[src/rtl/video_timing_gen_param.sv]
// Parametrised progressive video timing generator: hsync/vsync/de, pixel coordinates,
// start-of-frame and end-of-line markers, with frame-aligned start and stop.
module video_timing_gen_param #(
  parameter int H_ACTIVE = 1280,
  parameter int H_FP     = 110,
  parameter int H_SYNC   = 40,
  parameter int H_BP     = 220,
  parameter int V_ACTIVE = 720,
  parameter int V_FP     = 5,
  parameter int V_SYNC   = 5,
  parameter int V_BP     = 20,
  parameter bit HS_POL   = 1'b1,
  parameter bit VS_POL   = 1'b1,
  parameter int CNT_W    = 13
) (
  input  logic             pclk,
  input  logic             rst,
  input  logic             enable,
  output logic             hsync,
  output logic             vsync,
  output logic             de,
  output logic [CNT_W-1:0] x,
  output logic [CNT_W-1:0] y,
  output logic             sof,
  output logic             eol,
  output logic             busy
);

  localparam int H_TOTAL = H_ACTIVE + H_FP + H_SYNC + H_BP;
  localparam int V_TOTAL = V_ACTIVE + V_FP + V_SYNC + V_BP;

  localparam logic [CNT_W-1:0] CNT_ONE  = CNT_W'(1);
  localparam logic [CNT_W-1:0] H_LAST   = CNT_W'(H_TOTAL - 1);
  localparam logic [CNT_W-1:0] V_LAST   = CNT_W'(V_TOTAL - 1);
  localparam logic [CNT_W-1:0] H_ACT    = CNT_W'(H_ACTIVE);
  localparam logic [CNT_W-1:0] H_EOL    = CNT_W'(H_ACTIVE - 1);
  localparam logic [CNT_W-1:0] V_ACT    = CNT_W'(V_ACTIVE);
  localparam logic [CNT_W-1:0] HS_START = CNT_W'(H_ACTIVE + H_FP);
  localparam logic [CNT_W-1:0] HS_END   = CNT_W'(H_ACTIVE + H_FP + H_SYNC);
  localparam logic [CNT_W-1:0] VS_START = CNT_W'(V_ACTIVE + V_FP);
  localparam logic [CNT_W-1:0] VS_END   = CNT_W'(V_ACTIVE + V_FP + V_SYNC);

  typedef enum logic [1:0] {
    S_IDLE = 2'd0,
    S_RUN  = 2'd1,
    S_STOP = 2'd2
  } state_e;

  state_e           state_q, state_d;
  logic [CNT_W-1:0] hcnt_q, hcnt_d;
  logic [CNT_W-1:0] vcnt_q, vcnt_d;
  logic             h_wrap, frame_end, running;

  assign h_wrap    = (hcnt_q == H_LAST);
  assign frame_end = h_wrap && (vcnt_q == V_LAST);
  assign running   = (state_q != S_IDLE);

  always_comb begin
    state_d = state_q;
    hcnt_d  = hcnt_q;
    vcnt_d  = vcnt_q;
    case (state_q)
      S_IDLE: begin
        hcnt_d = '0;
        vcnt_d = '0;
        if (enable) state_d = S_RUN;
      end
      S_RUN, S_STOP: begin
        if (h_wrap) begin
          hcnt_d = '0;
          vcnt_d = (vcnt_q == V_LAST) ? '0 : vcnt_q + CNT_ONE;
        end else begin
          hcnt_d = hcnt_q + CNT_ONE;
        end
        // A stop request lets the current frame finish; re-enabling before then resumes seamlessly.
        if (state_q == S_RUN) begin
          if (!enable) state_d = S_STOP;
        end else if (enable) begin
          state_d = S_RUN;
        end else if (frame_end) begin
          state_d = S_IDLE;
        end
      end
      default: state_d = S_IDLE;
    endcase
  end

  always_ff @(posedge pclk) begin
    if (rst) begin
      state_q <= S_IDLE;
      hcnt_q  <= '0;
      vcnt_q  <= '0;
    end else begin
      state_q <= state_d;
      hcnt_q  <= hcnt_d;
      vcnt_q  <= vcnt_d;
    end
  end

  // Outputs decode the current state/counters and are registered, so they trail by one edge.
  logic             hs_win, vs_win, h_act, v_act;
  logic             hsync_d, vsync_d, de_d, sof_d, eol_d;
  logic [CNT_W-1:0] x_d, y_d;

  always_comb begin
    hs_win  = (hcnt_q >= HS_START) && (hcnt_q < HS_END);
    vs_win  = (vcnt_q >= VS_START) && (vcnt_q < VS_END);
    h_act   = (hcnt_q < H_ACT);
    v_act   = (vcnt_q < V_ACT);
    hsync_d = (running && hs_win) ? HS_POL : ~HS_POL;
    vsync_d = (running && vs_win) ? VS_POL : ~VS_POL;
    de_d    = running && h_act && v_act;
    sof_d   = running && (hcnt_q == '0) && (vcnt_q == '0);
    eol_d   = running && (hcnt_q == H_EOL) && v_act;
    x_d     = running ? hcnt_q : '0;
    y_d     = running ? vcnt_q : '0;
  end

  always_ff @(posedge pclk) begin
    if (rst) begin
      hsync <= ~HS_POL;
      vsync <= ~VS_POL;
      de    <= 1'b0;
      sof   <= 1'b0;
      eol   <= 1'b0;
      x     <= '0;
      y     <= '0;
      busy  <= 1'b0;
    end else begin
      hsync <= hsync_d;
      vsync <= vsync_d;
      de    <= de_d;
      sof   <= sof_d;
      eol   <= eol_d;
      x     <= x_d;
      y     <= y_d;
      busy  <= running;
    end
  end

endmodule

[config.mk]
export PLATFORM = sky130hd
export DESIGN_NAME = video_timing_gen_param
export DESIGN_NICKNAME = d
export VERILOG_FILES = /design/src/rtl/video_timing_gen_param.sv
export SDC_FILE = /design/constraint.sdc
export NUM_CORES = 1
export LEC_CHECK = 0
export BUFFER_PORTS_ARGS = -buffer_cell sky130_fd_sc_hd__buf_2
export CAP_MARGIN = 10
export CELL_PAD_IN_SITES_DETAIL_PLACEMENT = 0
export CELL_PAD_IN_SITES_GLOBAL_PLACEMENT = 1
export CORE_MARGIN = 2
export CORE_UTILIZATION = 43
export CTS_CLUSTER_DIAMETER = 40
export DETAILED_ROUTE_END_ITERATION = 12
export HOLD_SLACK_MARGIN = 0.06
export PLACE_DENSITY_LB_ADDON = 0.15
export SYNTH_ARGS = -nofsm -noshare
export SYNTH_HDL_FRONTEND = slang
export SYNTH_SLANG_ARGS = --single-unit
[constraint.sdc]
create_clock -name pclk -period 2.8 [get_ports pclk]
set_input_delay 0 -clock pclk [delete_from_list [all_inputs] [get_ports pclk]]
set_output_delay 0 -clock pclk [all_outputs]
set_load 0.01 [all_outputs]
Yosys cells after proc, flatten, opt, wreduce, memory -nomap -nowiden --
Cells that the tools add are included.
Word-level totals: bits in registers 60
Cells by class: reductions and logical operators 20, equality and inequality tests 9, mux-type cells 13, magnitude comparators 6, add/sub/neg operators 2, bitwise gates (word level) 1
Operators with widths (count):
- one-hot mux 13 bit (2 select lines) | 2
- 2-to-1 mux 13 bit | 3
- adder 13 x 1 -> 13 bit, second input constant | 2
- equality test 13 x 11 -> 1 bit, second input constant | 2
- zero test 13 bit | 2
- less-than comparator 13 x 10 -> 1 bit, second input constant | 2
- less-than comparator 13 x 11 -> 1 bit, second input constant | 2
- equality test 13 x 10 -> 1 bit, second input constant | 1
- >= comparator 13 x 10 -> 1 bit, second input constant | 1
- >= comparator 13 x 11 -> 1 bit, second input constant | 1
- logical AND 1 bit | 11
- 2-to-1 mux 2 bit | 5
- != test 2 bit, second input constant | 2
- != test 4 bit, second input constant | 1
- one-hot mux 2 bit (2 select lines) | 1
- nonzero test 2 bit | 2
- OR reduction 2 bit | 2
- != test 3 bit, second input constant | 1
- AND reduction 3 bit | 1
- equality test 2 x 1 -> 1 bit, second input constant | 1
- equality test 2 bit, second input constant | 1
- zero test 2 bit | 1
- 2-to-1 mux 1 bit | 2
- AND reduction 2 bit | 1
- inverter 1 bit | 1

Longest topological paths before layout --
word-level depth 6, mapped depth 8, mapped depth without buffers 7

Worst setup path after synthesis --
Ideal clock, no wire load.
kind reg2reg, start reg state_q[0], end reg vcnt_q[4], arrival 2.072 ns, path buffers 1, path slack 0.653 ns, library setup time 0.074 ns, stages on the path, launching flop included 9, cells stage by stage dfxtp_1 inv_1 ha_1 nor4b_1 nand4_1 or2_2 buf_2 or3_1 o21ai_0
Between the ends: longest elaborated chain between the ends 4
Ends and longest elaborated chain:
- from (decl) | RTL line 49 | state_e state_q, state_d;
- from (signal assigned) | RTL line 94 | state_q <= state_d;
- equality test 2 x 1 -> 1 bit or equality test 2 bit (tied branches) | RTL line 62 | case (state_q)
- OR reduction 2 bit | RTL line 62
- != test 2 bit (no line) or nonzero test 2 bit (tied branches)
- AND reduction 2 bit (no line)
- to (signal assigned) | RTL line 96 | vcnt_q <= vcnt_d;
- to (decl) | RTL line 51 | logic [CNT_W-1:0] vcnt_q, vcnt_d;
Several ways; a longest one is shown, not always the timed one. A chain may end at the register's enable or synchronous reset.

Worst setup path after layout --
Same ends and word-level chain as after synthesis.

==> run_results.csv <==
group,metric,value,unit
outcome,outcome,"completed",
layout,fillers,593,
clocking,cts-root-buf,"clkbuf_8",
clocking,clk_pin_slew,0.06,ns
timing,fin_skew,0.00616,ns
synthesis,muxShareOfSynthArea,0.00767,
global_routing,gr-total-overflow,0,
synthesis,netlist_area,2610,sq um
synthesis,yosys.area_share.simple,0.302,
run,cap_violations,0,
synthesis,synthesis.nets,299,
die,core,5890,sq um
synthesis,synth_compound_area_frac,0.0772,
synthesis,synth_edf_count,0,
die,num_rows,28,
global_routing,grt_pass1_wl,9330,um
synthesis,synth_cell_types,48,
synthesis,synthAdderAreaFrac,0.0528,
placed_design,preCtsSetupSlack,0.472,ns
timing,rsz0062_at_grt,"false",
synthesis,synth_top_family_by_area,"simple AND/OR/NAND/NOR gates",
layout,nNetsFinal,334,
pwr,pwr_density_cell,573,nW/um^2
timing,tightest_slew,0.526,ns
clocking,postCtsSetupRepairBufs,0,
layout,design_area,3030,sq um
timing,post-route-min-period,2.35,ns
route,drc,0,
synthesis,ys_seq_area_frac,0.460,
route,drt_iter0_drc,72,
synthesis,yosysWarnings,0,
synthesis,synthXorXnorAreaFrac,0.0537,
route,vias_per_cell,5.10,
layout,drive_gt1_frac,0.206,
die,dieHeight,81.9,um
clocking,clockBufferDepth,2,
die,dieWidth,81.9,um
route,post_drt_wl_per_cell,14.0,um
timing,setup_ws,0.449,ns
layout,final_common_cell,"dfxtp_1",
synthesis,netlist_instances,285,
global_routing,antenna_found_initial,0,
route,ant_nets,0,
min_path,hold_path_class,"reg2reg",
timing,hold_viol,0,
route,first_pass_iters,4,
timing,holdWs,0.531,ns
synthesis,synth_flop_cell,"dfxtp_1",
die,die_area,6710,sq um
clocking,clock_sinks,60,
route,via_count,2041,
placed_design,gp_congestion,0.804,
die,ios,35,
placed_design,port_buffers,34,
critical_path,end_kind,"flop",
placed_design,hpwlAfterDp,4000,um
die,initial_utilization,0.443,
layout,antenna_cells,0,
synthesis,ys_ff_latch,60,
timing,fin_crit_sh,0.839,
critical_path,crit_arrival,2.61,ns
timing,drv_slew,0,
global_routing,grt_usage,0.187,
layout,mostFrequentLayoutCells,"dfxtp_1 (60), buf_2 (34), nor2_1 (27), nand2_1 (21), and2_1 (20)",
pwr,leakage,1.24,nW
critical_path,cp.required,3.06,ns
timing,max_slew_margin,0.646,
clocking,tritoncts,"yes",
synthesis,syn_avg_cell_area,9.15,sq um
timing,setup_violations,0,
clocking,insertion_delay,0.33,ns
clocking,htreeDepth,3,
global_routing,grt_max_degree,17,
placed_design,place_area,2810,sq um
critical_path,start_kind,"flop",
critical_path,path_max_fanout,7,
synthesis,async_flop_share,0,
route,drt-total-wl,5600,um
layout,synthToLayoutAreaGrowth,16.2,%
timing,max_freq,425,MHz
pwr,ir_drop,0.000276,V
global_routing,grt_pass1_vias,1846,
timing,setup_tns,0,ns
pwr,total_power,0.00174,W
critical_path,crit_type,"reg2reg",
clocking,cts_buffers,9,
-- synth_stat cells, types with 4 or more instances --
master    number  share of area
a21oi_1        7          0.013
and2_1        20          0.048
and3_1         7          0.017
clkbuf_1       8          0.012
dfxtp_1       60           0.46
ha_1          11          0.053
inv_1          9          0.013
nand2_1       21          0.030
nand3_1       11          0.021
nand3b_1       4          0.012
nand4_1        8          0.019
nor2_1        27          0.039
nor3_1        14          0.027
nor4_1         6          0.014
o21ai_0       13          0.025
xnor2_1        4          0.013
xor2_1        12          0.040
-- stage by stage --
step,utilization,std cells
finish,0.515,400
global route,0.515,400
CTS,0.515,400
detailed placement,0.477,382
global placement,0.477,382
floorplan,-,285
-- worst paths after layout --
kind,from,to,slack [ns],cells past startpoint
hold reg to reg,state_q[1]$_SDFFE_PP0P_,state_q[1]$_SDFFE_PP0P_,0.53,2
setup / recovery,state_q[0]$_SDFFE_PP0P_,vcnt_q[4]$_SDFFE_PP0P_,0.45,7
hold / removal,state_q[1]$_SDFFE_PP0P_,state_q[1]$_SDFFE_PP0P_,0.53,2
setup reg to reg,state_q[0]$_SDFFE_PP0P_,vcnt_q[4]$_SDFFE_PP0P_,0.45,7
-- per-layer routing --
| layer | vias to the layer above | global-route usage | part of all wire |
|---|---|---|---|
| li1 | 1052 | - | - |
| met1 | 925 | 0.259 | 0.51 |
| met2 | 50 | 0.267 | 0.42 |
| met3 | 14 | 0.0451 | 0.048 |
| met4 | 0 | 0.0983 | 0.024 |
| met5 | - | 0 | 0 |
-- cell type report --
type	count	area (sq um)	area share
Multi-Input combinational cell	201	1290	0.425
Sequential cell	60	1200	0.396
Timing Repair Buffer	39	213	0.0702
Clock buffer	12	155	0.0512
Tap cell	75	93.8	0.0310
Clock inverter	4	47.5	0.0157
Inverter	9	33.8	0.0111
-- kinds of logic (layout without fill, tap and decap cells) --
logic type      Yosys count  in the layout
compound gates           32             32
xor+xnor                 16             16
fa+ha+maj                11             11
buf+inv                  24             64
flops                    60             60
mux                       2              2
simple gates            140            140
-- timing repair --
action / in CTS / in global routing
hold endpoints to repair: 4 / 0
gates resized for setup: 0 / 0
hold buffers: 2 / 0
endpoints found under the setup margin: 0 / 0
-- state kept, by name (all words and copies together), names as in the netlist --
signal   count
hcnt_q      13
vcnt_q      13
x           13
y           13
state_q      2
busy         1
de           1
eol          1
hsync        1
sof          1
vsync        1
-- power breakdown --
part	switching [W]	internal (W)	total (W)
logic	0.0000551	0.0000299	0.0000850
registers	0.00000566	0.000860	0.000866
clock network	0.000328	0.000457	0.000785
total	0.000389	0.00135	0.00174
-- critical path, stage by stage (launching register included) --
cell	delay, ns
dfxtp_1	0.41
inv_1	0.09
ha_1	0.40
nor4b_1	0.27
nand4_1	0.26
or2_2	0.42
or3_1	0.36
o21ai_0	0.07
(Power assumes the default switching activity.)
